`config.mk`:
```
export PLATFORM = sky130hd
export DESIGN_NAME = bitwise_logic_pipe
export DESIGN_NICKNAME = d
export VERILOG_FILES = /design/src/rtl/bitwise_logic_pipe.sv
export SDC_FILE = /design/constraint.sdc
export NUM_CORES = 1
export LEC_CHECK = 0
export CORE_UTILIZATION = 40
export CTS_CLUSTER_DIAMETER = 40
export DETAILED_ROUTE_END_ITERATION = 8
export SYNTH_ARGS = -nofsm -noshare
export SYNTH_HDL_FRONTEND = slang
export SYNTH_SLANG_ARGS = --single-unit
export TNS_END_PERCENT = 1
```
`constraint.sdc`:
```
create_clock -name clk -period 2.1 [get_ports clk]
set_input_delay 0.63 -clock clk [delete_from_list [all_inputs] [get_ports clk]]
set_output_delay 0.63 -clock clk [all_outputs]
set_load 0.005 [all_outputs]
```
`src/rtl/bitwise_logic_pipe.sv`:
```
// bitwise_logic_pipe: per-bit logic unit with an XOR accumulator behind a
// single valid/ready output register stage.
//
// Parameters:
//   WIDTH      operand / result width in bits (1..64)
// Ports:
//   clk        rising-edge clock
//   rst_n      asynchronous active-low reset
//   in_valid   upstream operation valid
//   in_ready   block can accept an operation this cycle
//   a, b       operands
//   op         000 AND, 001 OR, 010 XOR, 011 NOR,
//              100 ACC_XOR, 101 ACC_READ, 11x reserved
//   acc_clr    synchronous accumulator clear, independent of handshake
//   out_valid  registered result valid
//   out_ready  downstream accepts the result
//   res        registered result
//   zero       registered flag, res is all zeros
//   err        registered flag, the op was reserved
module bitwise_logic_pipe #(
    parameter int WIDTH = 32
) (
    input  logic             clk,
    input  logic             rst_n,
    input  logic             in_valid,
    output logic             in_ready,
    input  logic [WIDTH-1:0] a,
    input  logic [WIDTH-1:0] b,
    input  logic [2:0]       op,
    input  logic             acc_clr,
    output logic             out_valid,
    input  logic             out_ready,
    output logic [WIDTH-1:0] res,
    output logic             zero,
    output logic             err
);

    logic [WIDTH-1:0] acc;
    logic [WIDTH-1:0] acc_base;
    logic [WIDTH-1:0] acc_xor;
    logic [WIDTH-1:0] acc_nxt;
    logic [WIDTH-1:0] res_nxt;
    logic             err_nxt;
    logic             accept;

    logic is_and;
    logic is_or;
    logic is_xor;
    logic is_nor;
    logic is_accx;
    logic is_accr;

    // One output stage: a new op may enter whenever the slot is empty
    // or is being drained this cycle.
    assign in_ready = !out_valid || out_ready;
    assign accept   = in_valid && in_ready;

    assign is_and  = (op == 3'b000);
    assign is_or   = (op == 3'b001);
    assign is_xor  = (op == 3'b010);
    assign is_nor  = (op == 3'b011);
    assign is_accx = (op == 3'b100);
    assign is_accr = (op == 3'b101);

    // The clear takes effect before a coincident ACC_XOR folds in,
    // while ACC_READ still sees the pre-clear value.
    assign acc_base = acc_clr ? '0 : acc;
    assign acc_xor  = acc_base ^ a ^ b;

    always_comb begin
        res_nxt = '0;
        err_nxt = 1'b0;
        unique case (1'b1)
            is_and:  res_nxt = a & b;
            is_or:   res_nxt = a | b;
            is_xor:  res_nxt = a ^ b;
            is_nor:  res_nxt = ~(a | b);
            is_accx: res_nxt = acc_xor;
            is_accr: res_nxt = acc;
            default: err_nxt = 1'b1;
        endcase
    end

    assign acc_nxt = (accept && is_accx) ? acc_xor : acc_base;

    always_ff @(posedge clk or negedge rst_n) begin
        if (!rst_n) begin
            acc <= '0;
        end else begin
            acc <= acc_nxt;
        end
    end

    always_ff @(posedge clk or negedge rst_n) begin
        if (!rst_n) begin
            out_valid <= 1'b0;
            res       <= '0;
            zero      <= 1'b0;
            err       <= 1'b0;
        end else if (accept) begin
            out_valid <= 1'b1;
            res       <= res_nxt;
            zero      <= ~|res_nxt;
            err       <= err_nxt;
        end else if (out_ready) begin
            out_valid <= 1'b0;
        end
    end

endmodule

```
== Word level (Yosys, flattened, before mapping) ==
Index checks and enable logic that the tools add are counted.
Operators by class
  equal/unequal tests: 5
  mux-type cells: 6
  bitwise operators: 6
  reductions and logical operators: 9
Operators by type and width (number)
  $pmux 32 s6: 1
  $xor 32x32->32: 3
  $mux 32: 2
  $and 32x32->32: 1
  $not 32->32: 1
  $or 32x32->32: 1
  $reduce_or 32->1: 1
  $eq 3x2->1 const B: 2
  $eq 3x3->1 const B: 2
  $reduce_or 6->1: 1
  $eq 3x1->1 const B: 1
  $logic_not 3->1: 1
  $mux 1: 3
  $logic_and 1x1->1: 2
  $logic_not 1->1: 2
  $reduce_bool 2->1: 1
  $logic_or 1x1->1: 1
Storage, ports and cells
  register bits after elaboration: 67
  input bits: 72
  output and inout port bits: 36
  word-level logic and storage cells: 31

== Logic depth before layout (Yosys ltp) ==
  depth after elaboration: 6
  gate-level depth with buffers: 9
  mapped depth without buffers: 9

== Worst setup path after synthesis ==
Ideal clock, no wire load.
  path kind: input-to-reg
  from: input op[1]
  to: register zero
  library setup time: 92 ps
  arrival time: 1939 ps
  setup slack: 70 ps
  cell stages on the path: 9
  buffers on the path: 2
  cells stage by stage: buf_4 > buf_12 > xor2_1 > o22ai_1 > a221oi_2 > nand4_1 > nor3_1 > nand4_1 > o31ai_2
Between the ends
  word-level cells in the longest chain between the ends: 4
  elaborated cells between the ends (all ways): 9
  those cells by class: 5 x eq/ne; 1 x mux; 3 x reduce/logical
RTL lines
  start: declaration: line 29  | input logic [2:0] op,
  $eq 3x3->1 (tied with other cells): line 63  | assign is_accr = (op == 3'b101);
  $pmux 32 s6 (*): line 73  | unique case (1'b1)
  $reduce_or 32->1 (*): line 103  | zero <= ~|res_nxt;
  $logic_not 1->1 (*): line 103
  end signal: assignment: line 103
  end: declaration: line 34  | output logic zero,
Every way passes the cells marked *; elsewhere a longest branch is shown, timed or not.
A chain may end at the register's enable or synchronous reset.

== Worst setup path after layout ==
  from: input b[22]
  to: register zero
Between the ends
  word-level cells in the longest chain between the ends: 5
  elaborated cells between the ends (all ways): 8
  those cells by class: 1 x mux; 5 x bitwise; 2 x reduce/logical
RTL lines
  start: declaration: line 28  | input logic [WIDTH-1:0] b,
  $or 32x32->32: line 75, 77
  $not 32->32: line 77  | is_nor: res_nxt = ~(a | b);
  $pmux 32 s6 (*): line 73
  $reduce_or 32->1 (*): line 103
  $logic_not 1->1 (*): line 103
Marks and branches as above.

==> reports/results.ini <==
[global_route]
antenna_found_initial=0
grt.overflow.total=0
grt_usage=0.237
grt_max_degree=68
grt_pass1_wl_um=29700
first_global_vias=6301

[drt]
drtAntennaViolNets=0
drt_iter0_drc=312
vias=6150
drtPass1Iterations=7
post_drt_wl_per_cell_um=15.0
viasPerCell=4.90
drc_errors=14
wl_um=18800

[sta]
rsz0062_at_grt=true
min_period_ps=2090
slew_headroom=0.747
slew_viol_final=0
setup_viol=0
finalHoldWorstSlack_ps=314
hold_viol=0
max_slew.worst_pin.slew_ps=379
skew_ps=5.75
tns_ps=0
finalCritPeriodShare=0.996
layout_setup_ws_ps=8.12
fmax_mhz=478

[synth]
yosysMostFrequentCell=nand2_1
syn-num-nets=865
synth_edf_count=0
synthArstFlopShare=1.00
yosys-top-cells-area=dfrtp_1, ha_1, xnor2_1
ys_seq_area_frac=0.278
yosysTopAreaCell=dfrtp_1
synth_ff_type=dfrtp_1
yosysTopAreaCellShare=0.278
syn_area_mm2=0.00604
synthTopCellsByCount=nand2_1, dfrtp_1, inv_1
ys_seq_elements=67
syn_avg_cell_area_um2=8.28
syn_inst=729
synthDistinctLibCells=37
yosysWarnings=0

[worst_setup_path]
critPathBufInv=2
crit_required_ps=2340
start_kind=input pin
path_class=input pin to register
slowest_delay_ps=280
cp_max_fo=2
cpMaxStageDelayCell=nor3_2
arrival_ps=2330
worstPathCellList=dlygate4sd2_1, inv_1, ha_2, xor2_2, o22ai_1, a22oi_1, o21ai_1, nor3_2, nand4_1, o31ai_2
critPathTopFamily=compound AO/OA/AOI/OAI gates
cp-end-kind=register

[cts]
cts_buffer_depth=2
cts-root-buf=clkbuf_16
ctsHoldBuffers=0
worstSkewPairLatency_ps=340
htreeDepth=3
cts.sinks=67
path_clk_slew_ps=60
cts_made_buffers=9
cts_tree=done

[run]
cap_violations=0

[final_layout]
antenna_cells=0
fin_nets=1202
final-instance-count-excl-fill=1255
nFillCells=1124
drive_gt1_frac=0.391
seq_area_mm2=0.00168
area_delta_synth_final_pct=65.9
multiInputGateArea_mm2=0.00443

[floorplan]
dieHeight_um=125
coreArea_mm2=0.0146
num_rows=44
start_util=0.412
dieArea_mm2=0.0156
pin_count=108
die_x_um=125

[placed_design]
place_ws_ps=-774
place.gp.congestion=0.864
place.port_buffers=107
dp_hpwl_um=13500
dp_cells=1191

[pwr]
vdd_drop_max_mv=0.403
p_per_area_mw_per_mm2=507
totalPowerFinal_w=0.00508
p_leak_nw=5.02

[worst_hold_path]
min_path_type=input pin to async pin

[run_status]
status=finished with violations
failed_checks=DRC

## repair_timing
item / in CTS / in global routing
cloned: 0 / 2
setup endpoints to repair: 40 / 2
pin swaps: 62 / 66
hold endpoints to repair: 0 / 0
gates resized for setup: 126 / 144
setup buffers: 30 / 21
## cell usage in the layout (no fill, tap or decap), types with 12 or more instances in the layout
| cell | instances |
|---|---|
| mux2i_1 | 31 |
| nor2_1 | 53 |
| clkdlybuf4s50_1 | 37 |
| buf_6 | 12 |
| o21bai_1 | 24 |
| xnor2_1 | 55 |
| clkdlybuf4s15_1 | 12 |
| nand2_1 | 121 |
| xor2_1 | 38 |
| a22oi_2 | 14 |
| clkbuf_2 | 22 |
| nor2b_1 | 23 |
| buf_4 | 241 |
| dlygate4sd2_1 | 26 |
| dfrtp_1 | 67 |
| o22ai_2 | 20 |
| ha_1 | 53 |
| a21oi_2 | 23 |
| inv_1 | 65 |
## where the power goes
| part | internal [W] | switching, W | total (W) | leakage [nW] |
|---|---|---|---|---|
| Combinational | 0.00106 | 0.000860 | 0.00192 | 3.97 |
| Sequential | 0.00140 | 0.0000683 | 0.00147 | 0.893 |
| Clock | 0.00105 | 0.000636 | 0.00168 | 0.156 |
## sequential cells by signal, summed over array words and instances, names as in the netlist
signal and flops:
zero 1, err 1, acc 32, res 32, out_valid 1
## routing by layer
metal / GRT usage / wire, µm
met2: 0.431 / 9720
met3: 0.0301 / 667
met1: 0.292 / 8150
met4: 0.0710 / 258
met5: 0 / 0
## worst paths after layout
check                                    startpoint                   to  slack [ps]  cells after the start
worst max-delay path                          b[22]     zero$_DFFE_PN0P_           8                     10
worst min-delay path                          rst_n  res[31]$_DFFE_PN0P_         310                      2
worst max register to register     acc[9]$_DFF_PN0_     zero$_DFFE_PN0P_         230                      7
worst min register to register  res[14]$_DFFE_PN0P_  res[14]$_DFFE_PN0P_         470                      2
max in group asynchronous                     rst_n    acc[23]$_DFF_PN0_        1480                      2
min in group clk                res[14]$_DFFE_PN0P_  res[14]$_DFFE_PN0P_         470                      2
## stage by stage
| stage | util | area [µm²] |
|---|---|---|
| 2_1_floorplan | - | 6040 |
| 5_1_grt | 0.684 | 10000 |
| 3_5_place_dp | 0.602 | 8810 |
| 4_1_cts | 0.651 | 9530 |
| 6_report | 0.684 | 10000 |
| 3_3_place_gp | 0.602 | 8810 |
## worst register-to-register path: cells and delay by family (launching register included)
kind / cells / cell delay, ps
XOR/XNOR: 1 / 160
AND/OR/NAND/NOR: 4 / 720
flip-flops: 1 / 380
AO/OA/AOI/OAI: 2 / 520
## area by class of cell
class	count	area share
clock buffer	9	0.0225
clock inverter	7	0.0102
timing repair buffer	370	0.310
sequential	67	0.167
multi-input combinational	551	0.442
inverter	67	0.0251
tap	184	0.0230
## kinds of logic after synthesis
group                      share of synthesized area
AOI/OAI and AO/OA                              0.137
muxes                                         0.0514
buffers and inverters                         0.0841
adders and majority gates                      0.133
xor gates and xnor gates                       0.151
DFF                                            0.278
and+or+nand+nor                                0.166
Power figures use the tool's default switching activity.
